<file path="src/rtl/zbt_wr_buf_pkg.sv">
// Shared types and constants for the ZBT bank-1 write buffer.
// Entry layout is {data, addr} so one FIFO word carries a whole write.
package zbt_wr_buf_pkg;

  localparam int PIX_PAIR_W  = 36;
  localparam int ZBT_ADDR_W  = 19;
  localparam int ZBT_DAT_LAT = 2;
  localparam int ENTRY_W     = PIX_PAIR_W + ZBT_ADDR_W;

  typedef struct packed {
    logic [PIX_PAIR_W-1:0] data;
    logic [ZBT_ADDR_W-1:0] addr;
  } wr_entry_t;

  function automatic logic [15:0] sat_inc16(
    input logic [15:0] v
  );
    return (v == 16'hFFFF) ? v : v + 16'd1;
  endfunction

endpackage

</file>
<file path="src/rtl/pix_fifo.sv">
// Single-clock FIFO of write entries; head is read from pre-edge state.
// Occupancy counter is the single source of full/empty.
module pix_fifo
  import zbt_wr_buf_pkg::*;
#(
  parameter int DEPTH = 16,
  parameter int AW    = 4
) (
  input  logic               clk,
  input  logic               reset,
  input  logic               push,
  input  logic               pop,
  input  logic [ENTRY_W-1:0] din,
  output logic [ENTRY_W-1:0] dout,
  output logic               full,
  output logic               empty,
  output logic [AW:0]        level
);

  logic [ENTRY_W-1:0] mem [DEPTH];
  logic [AW-1:0]      wr_ptr;
  logic [AW-1:0]      rd_ptr;
  logic [AW:0]        cnt;

  always_ff @(posedge clk or negedge reset) begin
    if (!reset) begin
      wr_ptr <= '0;
      rd_ptr <= '0;
      cnt    <= '0;
      for (int i = 0; i < DEPTH; i++) begin
        mem[i] <= '0;
      end
    end else begin
      if (push) begin
        mem[wr_ptr] <= din;
        wr_ptr      <= wr_ptr + AW'(1);
      end
      if (pop) begin
        rd_ptr <= rd_ptr + AW'(1);
      end
      if (push && !pop) begin
        cnt <= cnt + (AW+1)'(1);
      end else if (pop && !push) begin
        cnt <= cnt - (AW+1)'(1);
      end
    end
  end

  assign dout  = mem[rd_ptr];
  assign full  = (cnt == (AW+1)'(DEPTH));
  assign empty = (cnt == '0);
  assign level = cnt;

endmodule

</file>
<file path="src/rtl/zbt_wr_buf.sv">
// Write-side buffer to ZBT bank 1: queues pixel pairs and issues writes
// in granted slots, with data trailing we/addr by ZBT_DAT_LAT cycles.
module zbt_wr_buf
  import zbt_wr_buf_pkg::*;
#(
  parameter int DEPTH       = 16,
  parameter int AW          = 4,
  parameter int ZBT_DAT_LAT = zbt_wr_buf_pkg::ZBT_DAT_LAT
) (
  input  logic                  clk,
  input  logic                  reset,
  input  logic [PIX_PAIR_W-1:0] proc_pix,
  input  logic [ZBT_ADDR_W-1:0] proc_pix_addr,
  input  logic                  pix_valid,
  input  logic                  wr_slot,
  input  logic                  clr_ovf,
  output logic                  zbt_we,
  output logic [ZBT_ADDR_W-1:0] zbt_addr,
  output logic [PIX_PAIR_W-1:0] zbt_data,
  output logic [AW:0]           fifo_level,
  output logic                  overflow,
  output logic [15:0]           drop_cnt
);

  wr_entry_t   din;
  wr_entry_t   head;
  logic        full;
  logic        empty;
  logic        push;
  logic        pop;
  logic        drop;
  logic [AW:0] level;

  logic [PIX_PAIR_W-1:0]  dly_dat [ZBT_DAT_LAT];
  logic [ZBT_DAT_LAT-1:0] dly_vld;

  always_comb begin
    din      = '0;
    din.data = proc_pix;
    din.addr = proc_pix_addr;
  end

  // At full, a push only fits if the head leaves this same edge.
  assign pop  = wr_slot && !empty;
  assign push = pix_valid && (!full || pop);
  assign drop = pix_valid && full && !pop;

  pix_fifo #(
    .DEPTH (DEPTH),
    .AW    (AW)
  ) u_fifo (
    .clk   (clk),
    .reset (reset),
    .push  (push),
    .pop   (pop),
    .din   (din),
    .dout  (head),
    .full  (full),
    .empty (empty),
    .level (level)
  );

  assign fifo_level = level;

  always_ff @(posedge clk or negedge reset) begin
    if (!reset) begin
      zbt_we   <= 1'b0;
      zbt_addr <= '0;
      zbt_data <= '0;
      dly_vld  <= '0;
      for (int i = 0; i < ZBT_DAT_LAT; i++) begin
        dly_dat[i] <= '0;
      end
    end else begin
      zbt_we     <= pop;
      dly_vld[0] <= pop;
      dly_dat[0] <= head.data;
      if (pop) begin
        zbt_addr <= head.addr;
      end
      for (int i = 1; i < ZBT_DAT_LAT; i++) begin
        dly_vld[i] <= dly_vld[i-1];
        dly_dat[i] <= dly_dat[i-1];
      end
      if (dly_vld[ZBT_DAT_LAT-1]) begin
        zbt_data <= dly_dat[ZBT_DAT_LAT-1];
      end
    end
  end

  // A drop in the clear cycle restarts the count at one.
  always_ff @(posedge clk or negedge reset) begin
    if (!reset) begin
      overflow <= 1'b0;
      drop_cnt <= '0;
    end else if (drop) begin
      overflow <= 1'b1;
      drop_cnt <= clr_ovf ? 16'd1 : sat_inc16(drop_cnt);
    end else if (clr_ovf) begin
      overflow <= 1'b0;
      drop_cnt <= '0;
    end
  end

endmodule
</file>
<file path="config.mk">
export PLATFORM = sky130hd
export DESIGN_NAME = zbt_wr_buf
export DESIGN_NICKNAME = d
export VERILOG_FILES = /design/src/rtl/zbt_wr_buf_pkg.sv /design/src/rtl/pix_fifo.sv /design/src/rtl/zbt_wr_buf.sv
export SDC_FILE = /design/constraint.sdc
export NUM_CORES = 1
export LEC_CHECK = 0
export CORE_ASPECT_RATIO = 0.9
export CORE_UTILIZATION = 55
export DETAILED_ROUTE_END_ITERATION = 6
export PLACE_DENSITY = 0.73
export SLEW_MARGIN = 20
export SYNTH_ARGS = -nofsm -noshare
export SYNTH_HDL_FRONTEND = slang
export SYNTH_SLANG_ARGS = --single-unit
</file>
<file path="constraint.sdc">
create_clock -name clk -period 4 [get_ports clk]
set_input_delay 0.8 -clock clk [delete_from_list [all_inputs] [get_ports clk]]
set_output_delay 0.8 -clock clk [all_outputs]
set_load 0.05 [all_outputs]
</file>
==> results_tabular.tex, run 1 <==
\begin{tabular}{lr}
\hline
Metric & Value \\
\hline
\multicolumn{2}{l}{\textbf{Power and ir drop}} \\
\quad Power density over cell area & 867 mW/mm\^{}2 \\
\quad Max rail drop VDD & 0.557 mV \\
\quad Net Sw Frac & 30.1\% \\
\quad Cell internal power dissipation & 32.1 mW \\
\quad Net switching power & 13.9 mW \\
\quad Static Leak & 23.4 nW \\
\quad Power share of the clock group & 22.6\% \\
\quad Part of the total power dissipated in sequential elements & 40.2\% \\
\quad Gate power share & 37.1\% \\
\multicolumn{2}{l}{\textbf{Drt}} \\
\quad Met2 wirelength from detailed routing & 51.3 mm \\
\quad Number of vias per cell & 6.05 \\
\quad Average routed wire per standard cell & 26.2 microns \\
\quad Pre-Repair DR Iteration Count & 5 \\
\quad DRT Wirelength & 105 mm \\
\quad Count of antenna-violating nets left after detailed routing & 0 \\
\quad M1 wire length & 46.0 mm \\
\quad Detail Route met3 WL & 4.43 mm \\
\quad Vias post-DR & 24,176 \\
\quad Top Metal Used & met5 \\
\quad Drt initial violations & 1,436 \\
\quad Post-route DRC & 0 \\
\multicolumn{2}{l}{\textbf{Clock network}} \\
\quad CTS Buf Count & 105 \\
\quad Post\_cts resized & 0 \\
\quad CTS clk-pin slew, worst paths & 60 ps \\
\quad Root Buffer & clkbuf\_16 \\
\quad Max clock buf depth & 3 \\
\quad Clock tree sinks & 1,039 \\
\quad Number of buffers inserted for hold repair after clock tree synthesis & 0 \\
\quad Level count of the clock H-tree & 3 \\
\quad Number of setup buffers added after CTS & 0 \\
\quad CTS tree & yes \\
\quad Worst skew pair latency & 680 ps \\
\multicolumn{2}{l}{\textbf{Floorplan}} \\
\quad Boundary Pins & 138 \\
\quad Area of the core region & 0.0833 sq mm \\
\quad Width of the chip & 309 microns \\
\quad Die height & 278 microns \\
\quad Die outline area & 0.0861 sq mm \\
\quad Starting density of the core & 56.0\% \\
\quad Row count & 100 \\
\multicolumn{2}{l}{\textbf{STA}} \\
\quad Final cycle utilization of the critical path & 82.7\% \\
\quad Slew @ Worst Pin & 1010 ps \\
\quad Clk\_skew & 27.9 ps \\
\quad Final-report setup violation count & 0 \\
\quad Relative slew margins & 32.4\% \\
\quad Setup repair after global routing missed its margin & false \\
\quad Highest achievable clock rate & 0.302 GHz \\
\quad Final number of max-transition violations & 0 \\
\quad Count of endpoints failing hold in the final timing report & 0 \\
\quad Worst hold margin & 178 ps \\
\quad Final critical delay including setup and external delays & 3310 ps \\
\quad Aggregate negative setup slack & 0 ps \\
\multicolumn{2}{l}{\textbf{Outcome}} \\
\quad Result of the run & finished, final reports clean \\
\multicolumn{2}{l}{\textbf{Critical path}} \\
\quad Launch point of the worst reg-to-reg path & u\_fifo.level[1]\$\_DFFE\_PN0P\_ \\
\quad Length in cells of the worst reg-to-reg path & 10 \\
\quad Startpoint type of the worst setup path & flip-flop \\
\quad WP buf/inv & 1 \\
\quad Critical Path Most Common Cell & ha\_1 \\
\quad Top fanout value on the critical path & 6 \\
\quad CP Data Required Time & 4590 ps \\
\quad R2R setup slack & 690 ps \\
\quad Worst r2r dst & u\_fifo.level[4]\$\_DFFE\_PN0P\_ \\
\quad CP max-delay cell & or4\_4 \\
\quad Data arrival time of the critical path & 3900 ps \\
\quad Cell-by-cell listing of the critical path & or4\_4, or3b\_4, and2\_1, ha\_1, inv\_1, ha\_1, a21o\_1, a21oi\_1, mux2i\_1, xnor2\_1 \\
\quad Top delay family on crit path & simple AND/OR/NAND/NOR gates \\
\quad Largest stage delay on the critical path & 610 ps \\
\quad Type of element capturing the critical path & flip-flop \\
\quad Setup CP Type & flip-flop to flip-flop \\
\multicolumn{2}{l}{\textbf{GRT}} \\
\quad First-pass GRT wire length & 167 mm \\
\quad Residual overflow from global routing & 0 \\
\quad Gr usage total & 25.4\% \\
\quad Initial antenna violation count & 9 \\
\quad Via count of the first global-routing pass & 27,246 \\
\quad Pin count of the biggest net entering global routing & 103 \\
\multicolumn{2}{l}{\textbf{Layout}} \\
\quad Synthesis-to-finish area growth & 13.7\% \\
\quad Number of nets at the end of the flow & 2,852 \\
\quad Share of post-route cells with drive strength above 1 & 50.5\% \\
\quad Fill cell total of the finished layout & 5,798 \\
\quad Share of the core filled with cells in the final layout & 63.7\% \\
\multicolumn{2}{l}{\textbf{Yosys}} \\
\quad Share of flip-flops with an asynchronous set or reset & 100\% \\
\quad Commonest cells in the netlist & dfrtp\_1, mux2\_2, mux2\_4, mux4\_2, clkbuf\_1 \\
\quad Warning count from the yosys run & 0 \\
\quad Sequential cell area fraction in the yosys report & 55.7\% \\
\quad Most frequently used cell type in the post-synthesis netlist & dfrtp\_1 \\
\quad Gate count of the mapped netlist & 2,664 \\
\quad Netlist area before placement & 0.0467 sq mm \\
\quad Proportion of netlist area held by the largest area contributor & 55.7\% \\
\quad Area contributors post-synth & dfrtp\_1, mux2\_4, mux4\_2, mux2\_2, buf\_6 \\
\quad Synth Net Count & 2,736 \\
\quad EDFF count, synth & 0 \\
\quad FF+latch count, synth & 1,039 \\
\quad Mean instance size in the synthesized netlist & 17.5 sq um \\
\quad Synth Flop Type & dfrtp\_1 \\
\quad Cell type with the largest total area after synthesis & dfrtp\_1 \\
\quad Number of distinct library cells after synthesis & 46 \\
\multicolumn{2}{l}{\textbf{Job}} \\
\quad Reported max-cap violation count & 0 \\
\multicolumn{2}{l}{\textbf{Place}} \\
\quad Placed wire-length estimate & 63.2 mm \\
\quad Final estimated routing congestion in global placement & 0.799 \\
\quad Port-buffer cells & 137 \\
\multicolumn{2}{l}{\textbf{Hold path}} \\
\quad Type of the most critical hold path & input pin to async pin \\
\hline
\end{tabular}
==> per-layer routing <==
layer  GRT usage (%)  up-vias
met5               0        -
met4            7.20        4
met3            4.13      189
met2            41.0      561
met1            35.8    13279
li1                -    10143
==> sequential cells by signal, summed over array words and instances, names as in the netlist <==
signal / flops
dly_dat: 72
dly_vld: 2
drop_cnt: 16
overflow: 1
u_fifo.level: 5
u_fifo.mem: 880
u_fifo.rd_ptr: 4
u_fifo.wr_ptr: 4
zbt_addr: 19
zbt_data: 36
==> through the flow <==
step | cell area [sq um] | worst slack [ps] | power (mW) | cells
final | 53100 | 693 | 46.0 | 3996
after global routing | 53100 | 563 | 48.2 | 3995
after CTS | 53000 | 715 | 46.4 | 3991
after detailed placement | 49300 | 538 | 35.8 | 3795
after floorplan | 46700 | 714 | 31.1 | 2664
after global placement | 49300 | 545 | 34.9 | 3795
==> worst max path at each step <==
| stage | from | end | slack, ps | cells past startpoint |
|---|---|---|---|---|
| 3_5_place_dp | wr_slot | u_fifo.level[4]$_DFFE_PN0P_ | 540 | 10 |
| 6_report | u_fifo.level[1]$_DFFE_PN0P_ | u_fifo.level[4]$_DFFE_PN0P_ | 690 | 10 |
| 4_1_cts | u_fifo.level[1]$_DFFE_PN0P_ | u_fifo.level[4]$_DFFE_PN0P_ | 720 | 10 |
| 5_1_grt | u_fifo.level[1]$_DFFE_PN0P_ | u_fifo.level[4]$_DFFE_PN0P_ | 560 | 10 |
| 3_3_place_gp | wr_slot | u_fifo.level[4]$_DFFE_PN0P_ | 540 | 10 |
| 2_1_floorplan | u_fifo.level[1]$_DFFE_PN0P_ | u_fifo.level[4]$_DFFE_PN0P_ | 710 | 11 |
==> cell type report <==
type	count	area, sq um	area share [%]
Sequential cell	1039	26000	49.0
Multi-Input combinational cell	1392	19200	36.2
Clock buffer	150	3100	5.84
Timing Repair Buffer	234	2690	5.07
Tap cell	1122	1400	2.65
Clock inverter	46	617	1.16
Inverter	8	30.0	0.0566
Antenna cell	5	12.5	0.0236
==> power groups by stage <==
stage               clock network, mW  registers, mW  logic (mW)
floorplan                           0           18.3        12.8
global placement                    0           18.1        16.7
detailed placement                  0           18.6        17.2
CTS                              10.6           18.5        17.3
global route                     11.0           19.1        18.1
finish                           10.4           18.5        17.1
==> cell families after synthesis <==
group | Yosys count | share of synthesized area (%)
DFF | 1039 | 55.7
muxes | 1195 | 38.2
buffers and inverters | 233 | 3.24
AOI/OAI and AO/OA | 86 | 1.09
xor gates and xnor gates | 19 | 0.356
and+or+nand+nor | 80 | 1.07
adders and majority gates | 12 | 0.338
==> cell usage in the layout, fill, tap and decap left out, types with 8 or more instances in the layout <==
master           synthesis  layout
clkinvlp_4               0       8
o22ai_1                 38      38
buf_12                   0      47
clkdlybuf4s50_1          0     136
nand2_1                 11      11
mux2_4                 400     400
clkbuf_1               103      15
ha_1                    11      11
buf_4                   10      50
xor2_1                  10      10
clkbuf_16                0     105
bufinv_16                0      12
mux2_2                 489     489
nand2_4                  8       8
clkbuf_8                 0      30
and2_4                   0       8
xnor2_1                  9       9
dfrtp_1               1039    1034
mux4_2                 256     256
a21oi_1                 25      25
clkinv_2                 0      16
o21ai_0                 10      10
mux2_1                  47      47
nor2_1                  16      16
(Power assumes the default switching activity.)
==> inputs of run 2 (changes only) <==
==> constraint.sdc (replaced) <==
create_clock -name clk -period 3.38 [get_ports clk]
set_input_delay 0.676 -clock clk [delete_from_list [all_inputs] [get_ports clk]]
set_output_delay 0.676 -clock clk [all_outputs]
set_load 0.05 [all_outputs]
==> results_tabular.tex, run 2 (synthesis results as in run 1) <==
\begin{tabular}{lr}
\hline
Metric & Value \\
\hline
\multicolumn{2}{l}{\textbf{STA}} \\
\quad Final-report setup violation count & 0 (unchanged) \\
\quad Final cycle utilization of the critical path & 94.4\% (+12 points) \\
\quad Slew @ Worst Pin & 1070 ps (+56.9 ps) \\
\quad Final critical delay including setup and external delays & 3190 ps (-115 ps) \\
\quad Worst path setup slack after routing & 189 ps (-505 ps) \\
\quad Relative slew margins & 28.6\% (-3.8 points) \\
\quad Count of endpoints failing hold in the final timing report & 0 (unchanged) \\
\quad Highest achievable clock rate & 0.313 GHz (+3.6\%) \\
\quad Setup repair after global routing missed its margin & false \\
\quad Final number of max-transition violations & 0 (unchanged) \\
\quad Clk\_skew & 15.5 ps (-12.4 ps) \\
\quad Aggregate negative setup slack & 0 ps (unchanged) \\
\multicolumn{2}{l}{\textbf{Clock network}} \\
\quad Worst skew pair latency & 670 ps (about the same) \\
\quad Root Buffer & clkbuf\_16 \\
\quad CTS Buf Count & 106 (+0.95\%) \\
\quad CTS tree & yes \\
\quad Max clock buf depth & 3 (unchanged) \\
\quad Post\_cts resized & 0 (unchanged) \\
\quad CTS clk-pin slew, worst paths & 60 ps (about the same) \\
\quad Clock tree sinks & 1,039 (unchanged) \\
\quad Level count of the clock H-tree & 3 (unchanged) \\
\multicolumn{2}{l}{\textbf{Layout}} \\
\quad Largest reg by FF count & u\_fifo.mem \\
\quad Synthesis-to-finish area growth & 14.6\% \\
\quad Number of flip-flops under the largest register name & 880 (unchanged) \\
\quad Largest registers in the final layout & u\_fifo.mem: 880 flops, dly\_dat: 72 flops, zbt\_data: 36 flops \\
\quad Share of post-route cells with drive strength above 1 & 50.9\% (+0.43 points) \\
\quad Highest-count cells in the layout ignoring fill and taps & dfrtp\_1, mux2\_2, mux2\_4 \\
\quad Fill cell total of the finished layout & 5,755 (-0.74\%) \\
\quad Number of nets at the end of the flow & 2,872 (+0.70\%) \\
\quad Most common library cell in the layout ignoring fill and taps & dfrtp\_1 \\
\multicolumn{2}{l}{\textbf{Critical path}} \\
\quad Top fanout value on the critical path & 6 (unchanged) \\
\quad Type of element capturing the critical path & flip-flop \\
\quad CP Data Required Time & 3960 ps (-630 ps) \\
\quad Data arrival time of the critical path & 3770 ps (-130 ps) \\
\quad Setup CP Type & flip-flop to flip-flop \\
\quad Startpoint type of the worst setup path & flip-flop \\
\multicolumn{2}{l}{\textbf{GRT}} \\
\quad First-pass GRT wire length & 167 mm (+0.15\%) \\
\quad Pin count of the biggest net entering global routing & 111 (+7.8\%) \\
\quad Via count of the first global-routing pass & 27,349 (+0.38\%) \\
\quad Gr usage total & 25.5\% (+0.083 points) \\
\quad Residual overflow from global routing & 0 (unchanged) \\
\quad Initial antenna violation count & 5 (-4) \\
\multicolumn{2}{l}{\textbf{Floorplan}} \\
\quad Die height & 278 microns (unchanged) \\
\quad Starting density of the core & 56.0\% (unchanged) \\
\quad Area of the core region & 0.0833 sq mm (unchanged) \\
\quad Row count & 100 (unchanged) \\
\quad Boundary Pins & 138 (unchanged) \\
\quad Width of the chip & 309 microns (unchanged) \\
\quad Die outline area & 0.0861 sq mm (unchanged) \\
\multicolumn{2}{l}{\textbf{Place}} \\
\quad Worst slack after detailed placement & 165 ps (-372 ps) \\
\quad Placed wire-length estimate & 63.4 mm (+0.32\%) \\
\quad Final estimated routing congestion in global placement & 0.825 (+3.2\%) \\
\quad Port-buffer cells & 137 (unchanged) \\
\multicolumn{2}{l}{\textbf{Drt}} \\
\quad Average routed wire per standard cell & 26.2 microns (about the same) \\
\quad Post-route DRC & 0 (unchanged) \\
\quad Number of vias per cell & 6.05 (about the same) \\
\quad Pre-Repair DR Iteration Count & 5 (unchanged) \\
\quad Count of antenna-violating nets left after detailed routing & 0 (unchanged) \\
\quad DRT Wirelength & 105 mm (+0.58\%) \\
\quad Drt initial violations & 1,613 (+12\%) \\
\quad Vias post-DR & 24,298 (+0.50\%) \\
\multicolumn{2}{l}{\textbf{Power and ir drop}} \\
\quad Power density over cell area & 1020 mW/mm\^{}2 (+18\%) \\
\quad Net switching power & 16.4 mW (+18\%) \\
\quad Static Leak & 23.6 nW (+0.76\%) \\
\quad Power share of the clock group & 22.9\% (+0.3 points) \\
\quad Part of the total power dissipated in sequential elements & 39.9\% (-0.3 points) \\
\quad Net Sw Frac & 29.8\% (-0.30 points) \\
\quad Cell internal power dissipation & 38.4 mW (+20\%) \\
\quad Max rail drop VDD & 0.599 mV (+7.5\%) \\
\quad Gate power share & 37.2\% (about the same) \\
\multicolumn{2}{l}{\textbf{Outcome}} \\
\quad Result of the run & finished, final reports clean \\
\multicolumn{2}{l}{\textbf{Hold path}} \\
\quad Type of the most critical hold path & flip-flop to flip-flop \\
\multicolumn{2}{l}{\textbf{Job}} \\
\quad Reported max-cap violation count & 0 (unchanged) \\
\hline
\end{tabular}
-- run 2: what timing repair did --
action                                 4_1_cts  5_1_grt
endpoints found under the hold margin        7        0
buffers inserted                             0        0
hold buffers                                 1        0
-- run 2: power groups by stage --
stage | sequential, mW | clock [mW] | combinational (mW)
global route | 22.5 | 13.3 | 21.7
finish | 21.9 | 12.5 | 20.4
global placement | 21.4 | 0 | 20.0
detailed placement | 21.9 | 0 | 20.5
CTS | 21.8 | 12.7 | 20.6
floorplan | 21.6 | 0 | 15.1
-- run 2: area by class of cell --
type | instances | area (sq um) | area share [%]
sequential | 1039 | 26000 | 48.6
multi-input combinational | 1392 | 19200 | 35.9
clock buffer | 147 | 3130 | 5.85
timing repair buffer | 253 | 3040 | 5.68
tap | 1122 | 1400 | 2.62
clock inverter | 53 | 673 | 1.26
inverter | 8 | 30.0 | 0.0561
antenna | 3 | 7.51 | 0.0140
-- run 2: path summary, 6_finish.rpt --
path	depth (start not counted)	slack, ps	endpoint	startpoint
setup / recovery	10	190	u_fifo.level[4]$_DFFE_PN0P_	u_fifo.level[1]$_DFFE_PN0P_
hold / removal	0	350	dly_dat[18]$_DFF_PN0_	dly_dat[54]$_DFF_PN0_
setup reg to reg	10	190	u_fifo.level[4]$_DFFE_PN0P_	u_fifo.level[1]$_DFFE_PN0P_
hold reg to reg	0	350	dly_dat[18]$_DFF_PN0_	dly_dat[54]$_DFF_PN0_
max in group asynchronous	4	1690	u_fifo.mem[31]$_DFFE_PN0P_	reset
min in group asynchronous	2	540	zbt_data[27]$_DFFE_PN0P_	reset
-- run 2: routing by layer --
layer  up-vias  GRT usage [%]  share of wire (%)
li1      10181              -                  -
met1     13442           35.7                 44
met2       499           41.3                 50
met3       172           3.99                3.6
met4         4           7.55                2.6
met5         -              0              0.032
-- run 2: metrics by stage --
| step | power, mW | hold WS, ps | std cells | utilization (%) | instance area (sq um) |
|---|---|---|---|---|---|
| global route | 57.5 | 351 | 4017 | 64.2 | 53500 |
| global placement | 41.4 | 334 | 3813 | 59.6 | 49700 |
| finish | 54.8 | 347 | 4017 | 64.2 | 53500 |
| CTS | 55.2 | 340 | 4014 | 64.2 | 53500 |
| floorplan | 36.8 | 331 | 2664 | - | 46700 |
| detailed placement | 42.4 | 335 | 3813 | 59.6 | 49700 |
-- run 2: critical path, stage by stage (launching register included) --
cell and delay [ps]:
dfrtp_1 430, or4_4 600, or3b_4 450, and2_1 210, ha_1 250, inv_1 170
ha_1 280, a21o_1 160, a21oi_1 200, mux2i_1 240, xnor2_1 130
==> inputs of run 3 (changes only) <==
--- a/config.mk
+++ b/config.mk
@@ -6,7 +6,9 @@
 export NUM_CORES = 1
 export LEC_CHECK = 0
 export CORE_ASPECT_RATIO = 0.9
+export CORE_MARGIN = 5
 export CORE_UTILIZATION = 55
+export CTS_CLUSTER_SIZE = 30
 export DETAILED_ROUTE_END_ITERATION = 6
 export PLACE_DENSITY = 0.73
 export SLEW_MARGIN = 20
==> results_tabular.tex, run 3 (synthesis results as in run 1) <==
\begin{tabular}{lr}
\hline
Metric & Value \\
\hline
\multicolumn{2}{l}{\textbf{Critical path}} \\
\quad Cell-by-cell listing of the critical path & or4\_4, or3b\_4, and2\_1, ha\_1, inv\_1, ha\_1, a21o\_1, a21oi\_1, mux2i\_1, xnor2\_1 \\
\quad CP max-delay cell & or4\_4 \\
\quad CP startpoint & u\_fifo.level[1]\$\_DFFE\_PN0P\_ \\
\quad Launch point of the worst reg-to-reg path & u\_fifo.level[1]\$\_DFFE\_PN0P\_ \\
\quad WP buf/inv & 1 (unchanged) \\
\quad Data arrival time of the critical path & 3700 ps (-70 ps) \\
\quad End of the critical path & u\_fifo.level[4]\$\_DFFE\_PN0P\_ \\
\quad Instance count on the critical path & 10 (unchanged) \\
\quad Top delay family on crit path & simple AND/OR/NAND/NOR gates \\
\quad Length in cells of the worst reg-to-reg path & 10 (unchanged) \\
\quad Top fanout value on the critical path & 6 (unchanged) \\
\quad Startpoint type of the worst setup path & flip-flop \\
\quad Largest stage delay on the critical path & 600 ps (about the same) \\
\quad Type of element capturing the critical path & flip-flop \\
\quad CP Data Required Time & 3970 ps (about the same) \\
\quad Critical Path Most Common Cell & ha\_1 \\
\quad Worst r2r dst & u\_fifo.level[4]\$\_DFFE\_PN0P\_ \\
\quad R2R setup slack & 270 ps (+80 ps) \\
\quad Setup CP Type & flip-flop to flip-flop \\
\multicolumn{2}{l}{\textbf{STA}} \\
\quad Worst path setup slack after routing & 270 ps (+81.8 ps) \\
\quad Clk\_skew & 21.9 ps (+6.43 ps) \\
\quad Slew @ Worst Pin & 901 ps (-170 ps) \\
\quad Final cycle utilization of the critical path & 92.0\% (-2.4 points) \\
\quad Count of endpoints failing hold in the final timing report & 0 (unchanged) \\
\quad Aggregate negative setup slack & 0 ps (unchanged) \\
\quad Final-report setup violation count & 0 (unchanged) \\
\quad Highest achievable clock rate & 0.322 GHz (+2.6\%) \\
\quad Final number of max-transition violations & 0 (unchanged) \\
\quad Final critical delay including setup and external delays & 3110 ps (-81.8 ps) \\
\quad Setup repair after global routing missed its margin & false \\
\quad Relative slew margins & 40.0\% (+11 points) \\
\multicolumn{2}{l}{\textbf{Layout}} \\
\quad Share of post-route cells with drive strength above 1 & 50.3\% (-0.55 points) \\
\quad Most common library cell in the layout ignoring fill and taps & dfrtp\_1 \\
\quad Synthesis-to-finish area growth & 14.1\% \\
\quad Fill cell total of the finished layout & 5,855 (+1.7\%) \\
\quad Largest reg by FF count & u\_fifo.mem \\
\quad Number of flip-flops under the largest register name & 880 (unchanged) \\
\quad Number of nets at the end of the flow & 2,867 (-0.17\%) \\
\quad Finished Layout Cells & 4,017 (unchanged) \\
\quad Largest registers in the final layout & u\_fifo.mem: 880 flops, dly\_dat: 72 flops, zbt\_data: 36 flops \\
\quad Highest-count cells in the layout ignoring fill and taps & dfrtp\_1, mux2\_2, mux2\_4 \\
\multicolumn{2}{l}{\textbf{GRT}} \\
\quad Residual overflow from global routing & 0 (unchanged) \\
\quad Pin count of the biggest net entering global routing & 103 (-7.2\%) \\
\quad Via count of the first global-routing pass & 27,356 (+0.026\%) \\
\quad Initial antenna violation count & 6 (+1) \\
\quad Gr usage total & 23.9\% (-1.6 points) \\
\quad First-pass GRT wire length & 168 mm (+0.46\%) \\
\multicolumn{2}{l}{\textbf{Floorplan}} \\
\quad Die outline area & 0.0908 sq mm (+5.5\%) \\
\quad Width of the chip & 317 microns (+2.6\%) \\
\quad Die height & 286 microns (+2.9\%) \\
\quad Starting density of the core & 55.4\% (-0.64 points) \\
\quad Row count & 101 (+1.0\%) \\
\quad Area of the core region & 0.0843 sq mm (+1.2\%) \\
\quad Boundary Pins & 138 (unchanged) \\
\multicolumn{2}{l}{\textbf{Place}} \\
\quad Port-buffer cells & 137 (unchanged) \\
\quad Placed wire-length estimate & 63.1 mm (-0.57\%) \\
\quad Total instance count after detailed placement & 3,820 (+0.18\%) \\
\quad Final estimated routing congestion in global placement & 0.786 (-4.6\%) \\
\quad Worst slack after detailed placement & 216 ps (+50.5 ps) \\
\multicolumn{2}{l}{\textbf{Drt}} \\
\quad Pre-Repair DR Iteration Count & 5 (unchanged) \\
\quad Drt initial violations & 1,531 (-5.1\%) \\
\quad Post-route DRC & 0 (unchanged) \\
\quad DRT Wirelength & 107 mm (+1.5\%) \\
\quad Average routed wire per standard cell & 26.6 microns (+1.5\%) \\
\quad Number of vias per cell & 6.07 (+0.40\%) \\
\quad Count of antenna-violating nets left after detailed routing & 0 (unchanged) \\
\quad Vias post-DR & 24,394 (+0.40\%) \\
\multicolumn{2}{l}{\textbf{Clock network}} \\
\quad Max clock buf depth & 3 (unchanged) \\
\quad Post\_cts resized & 0 (unchanged) \\
\quad Number of buffers inserted for hold repair after clock tree synthesis & 1 (unchanged) \\
\quad Root Buffer & clkbuf\_16 \\
\quad Number of setup buffers added after CTS & 0 (unchanged) \\
\quad CTS tree & yes \\
\quad Level count of the clock H-tree & 3 (unchanged) \\
\quad Worst skew pair latency & 670 ps (about the same) \\
\quad CTS Buf Count & 105 (-0.94\%) \\
\quad Clock tree sinks & 1,039 (unchanged) \\
\quad CTS clk-pin slew, worst paths & 60 ps (about the same) \\
\multicolumn{2}{l}{\textbf{Power and ir drop}} \\
\quad Max rail drop VDD & 0.881 mV (+47\%) \\
\quad Static Leak & 23.5 nW (-0.34\%) \\
\quad Overall power after layout & 54.3 mW (-0.92\%) \\
\quad Power density over cell area & 1020 mW/mm\^{}2 (-0.48\%) \\
\multicolumn{2}{l}{\textbf{Job}} \\
\quad Reported max-cap violation count & 0 (unchanged) \\
\multicolumn{2}{l}{\textbf{Hold path}} \\
\quad Type of the most critical hold path & flip-flop to flip-flop \\
\multicolumn{2}{l}{\textbf{Outcome}} \\
\quad Result of the run & finished, final reports clean \\
\hline
\end{tabular}
run 3: cell types whose count changed in the layout (fill, tap and decap cells not counted):
cell,previous run,this run
buf_12,63,62
clkinvlp_4,13,6
clkbuf_8,24,23
buf_4,52,49
bufinv_16,14,10
diode_2,3,2
clkbuf_16,110,109
clkinv_4,1,0
clkinv_2,22,20
inv_8,1,0
clkinv_8,1,0
clkbuf_1,13,24
inv_6,1,2
run 3: worst min-delay path by stage:
stage,cells after the start,slack (ps),end,from
2_1_floorplan,0,330,dly_dat[0]$_DFF_PN0_,dly_dat[36]$_DFF_PN0_
3_3_place_gp,0,330,dly_dat[24]$_DFF_PN0_,dly_dat[60]$_DFF_PN0_
3_5_place_dp,0,330,dly_dat[11]$_DFF_PN0_,dly_dat[47]$_DFF_PN0_
4_1_cts,0,340,dly_dat[2]$_DFF_PN0_,dly_dat[38]$_DFF_PN0_
5_1_grt,0,350,dly_dat[2]$_DFF_PN0_,dly_dat[38]$_DFF_PN0_
6_report,0,350,dly_dat[22]$_DFF_PN0_,dly_dat[58]$_DFF_PN0_
run 3: per-layer routing:
layer	wire length, microns	up-vias	track usage (%)	share of wire, %
li1	-	10178	-	-
met1	45800	13519	33.0	43
met2	54000	513	40.1	51
met3	4360	176	4.15	4.1
met4	2440	8	5.85	2.3
met5	61	-	0	0.057
run 3: where the power goes:
group | internal (mW) | leakage (nW) | switching [mW]
Sequential | 18.4 | 12.9 | 3.31
Combinational | 12.4 | 8.86 | 8.12
Clock | 7.16 | 1.77 | 4.87
run 3: per-stage QoR:
stage	util (%)	area [sq um]	hold slack (ps)
3_3_place_gp	58.9	49600	334
5_1_grt	63.2	53200	350
4_1_cts	63.2	53200	340
3_5_place_dp	58.9	49600	335
2_1_floorplan	-	46700	331
6_report	63.2	53200	347
run 3: layout make-up:
cell class | instances | area [sq um] | share of cell area [%]
tap | 1133 | 1420 | 2.66
sequential | 1039 | 26000 | 48.9
timing repair buffer | 249 | 3000 | 5.63
multi-input combinational | 1392 | 19200 | 36.0
clock buffer | 156 | 3130 | 5.89
clock inverter | 38 | 463 | 0.869
inverter | 8 | 30.0 | 0.0564
antenna | 2 | 5.00 | 0.00940
run 3: worst register-to-register path, delay by kind of cell (launching register included):
kind | cells | cell delay, ps
adders and majority gates | 2 | 520
and+or+nand+nor | 3 | 1240
AOI/OAI and AO/OA | 2 | 340
DFF | 1 | 420
xor gates and xnor gates | 1 | 130
muxes | 1 | 230
buffers and inverters | 1 | 150
==> patch: new RTL, flow settings as in run 2 <==
Register the input `proc_pix` before use, cleared by the reset. The logic sees it one clock later. The other inputs are not delayed to match.
--- a/src/rtl/zbt_wr_buf.sv
+++ b/src/rtl/zbt_wr_buf.sv
@@ -22,6 +22,16 @@
   output logic [15:0]           drop_cnt
 );
 
+  logic [PIX_PAIR_W-1:0] proc_pix_q;
+
+  always_ff @(posedge clk or negedge reset) begin
+    if (!reset) begin
+      proc_pix_q <= '0;
+    end else begin
+      proc_pix_q <= proc_pix;
+    end
+  end
+
   wr_entry_t   din;
   wr_entry_t   head;
   logic        full;
@@ -36,7 +46,7 @@
 
   always_comb begin
     din      = '0;
-    din.data = proc_pix;
+    din.data = proc_pix_q;
     din.addr = proc_pix_addr;
   end
 
Behaviour: same outputs for any inputs over 4 cycles, from zero or initial values and one cycle with reset low; that may be too few to reach the edited logic, so the function may still have changed.
==> patch against run 2 <==
- worst hold slack got worse by 340 ps
- count of clock-buffer cells in the layout increased by 13
- utilization is 0.31 points lower
- sequential cell count up 36
- synthesized cell count up 1.4%
- non-clock buffer count is 3 lower
- synthesized area is 1.9% higher
- routed wire length up 1.7%
- total power grew 0.88%
- global-route usage fell by 0.24 points
- setup slack barely moved
- design area grew 1.6%
- critical path type unchanged
- critical endpoint unchanged
==> patch: results (changes against run 2) <==
* Status: finished clean
* Synth cell count leaders: dfrtp_1, mux2_2, mux2_4
* Placed cell area at 50630 µm² (+1.9%)
* DR vias at 24470 (+0.69%)
* Average via count per standard cell at 6.023 (-0.42%)
* Layout cell share with drive strength beyond 1 at 50.05% (-0.85 points)
* First-pass GRT wire length at 168.4 mm (+0.78%)
* Antenna Cells at 2 (-1)
* Clk buf depth at 3 (unchanged)
* Worst EP arrival at 3800 ps (+30 ps)
* Hold slack at 2.553 ps (-344.2 ps)
* Post-DP HPWL at 63.55 mm (+0.20%)
* Detailed-router iteration count before antenna repair at 4 (-1)
* Static Leak at 24.00 nW (+1.7%)
* FF+latch count, synth at 1075 (+3.5%)
* CTS Buf Count at 109 (+2.8%)
* Inverters at 8 (unchanged)
* Synth Area per Inst at 17.62 µm² (+0.57%)
* Clkbuf count at 160 (+8.8%)
* VDD IR-drop max at 0.6505 mV (+8.6%)
* Global Route Usage Sum at 25.22% (-0.24 points)
* Well Taps at 1133 (+0.98%)
* Reg area at 26910 µm² (+3.5%)
* Gpl congestion at 0.7963 (-3.4%)
* Cts repair resizes at 0 (unchanged)
* Syn nets at 2772 (+1.3%)
* Initial antenna violation count at 4 (-1)
* Drt initial violations at 1545 (-4.2%)
* Post-synthesis sequential area ratio at 56.53% (+0.84 points)
* Non-CTS buffers at 250 (-1.2%)
* Clk tree area frac at 6.805% (-0.31 points)
* Synth top area cells: dfrtp_1, mux2_4, mux4_2
* Layout Skew at 23.82 ps (+8.341 ps)
* Switching share of power at 30.15% (+0.30 points)
* Placed insts at 3858 (+1.2%)
* NonClk Buf Share at 5.661% (-0.019 points)
* Reg2Reg Setup Slack at 190 ps (about the same)
* Area grow syn2layout at 14.18%
* Top Registers: u_fifo.mem x880, dly_dat x72
* Vias in the first global route at 27520 (+0.64%)
* Pre-CTS setup slack at 133.0 ps (-32.24 ps)
* NumNets Final at 2908 (+1.3%)
* Worst min path class: primary input to asynchronous set/reset pin
==> patch: worst max path at each step <==
stage | depth (start not counted) | to | slack (ps)
2_1_floorplan | 11 | u_fifo.level[4] | 90
3_3_place_gp | 10 | u_fifo.level[4] | 100
3_5_place_dp | 10 | u_fifo.level[4] | 130
4_1_cts | 10 | u_fifo.level[4] | 200
5_1_grt | 10 | u_fifo.level[4] | 60
6_report | 10 | u_fifo.level[4] | 190
==> patch: layer usage <==
layer | up-vias | part of all wire, % | global-route usage (%)
li1 | 10280 | - | -
met1 | 13490 | 43 | 34.59
met2 | 507 | 50 | 42.03
met3 | 187 | 3.8 | 3.867
met4 | 4 | 2.6 | 7.353
met5 | - | 0.034 | 0
==> patch: critical path, cell delays in order (launching register included) <==
cell and delay, ps:
dfrtp_1 430, or4_4 600, or3b_4 440, and2_1 240, ha_1 260, inv_1 160
ha_1 270, a21o_1 170, a21oi_1 190, mux2i_1 240, xnor2_1 140
==> patch: cells by family after synthesis <==
| logic type | count (synthesis) | synth area share (%) |
|---|---|---|
| muxes | 1195 | 37.49 |
| DFF | 1075 | 56.53 |
| buffers and inverters | 233 | 3.179 |
| AOI/OAI and AO/OA | 86 | 1.070 |
| and+or+nand+nor | 80 | 1.052 |
| xor gates and xnor gates | 19 | 0.3497 |
| adders and majority gates | 12 | 0.3313 |
==> patch: power groups by stage <==
stage	Clock (mW)	Sequential, mW	Combinational [mW]
final	12.3	22.5	20.5
after global routing	13.0	23.1	21.8
after CTS	12.5	22.4	20.8
after detailed placement	0	22.5	20.7
after global placement	0	22.0	20.1
after floorplan	0	22.1	15.1
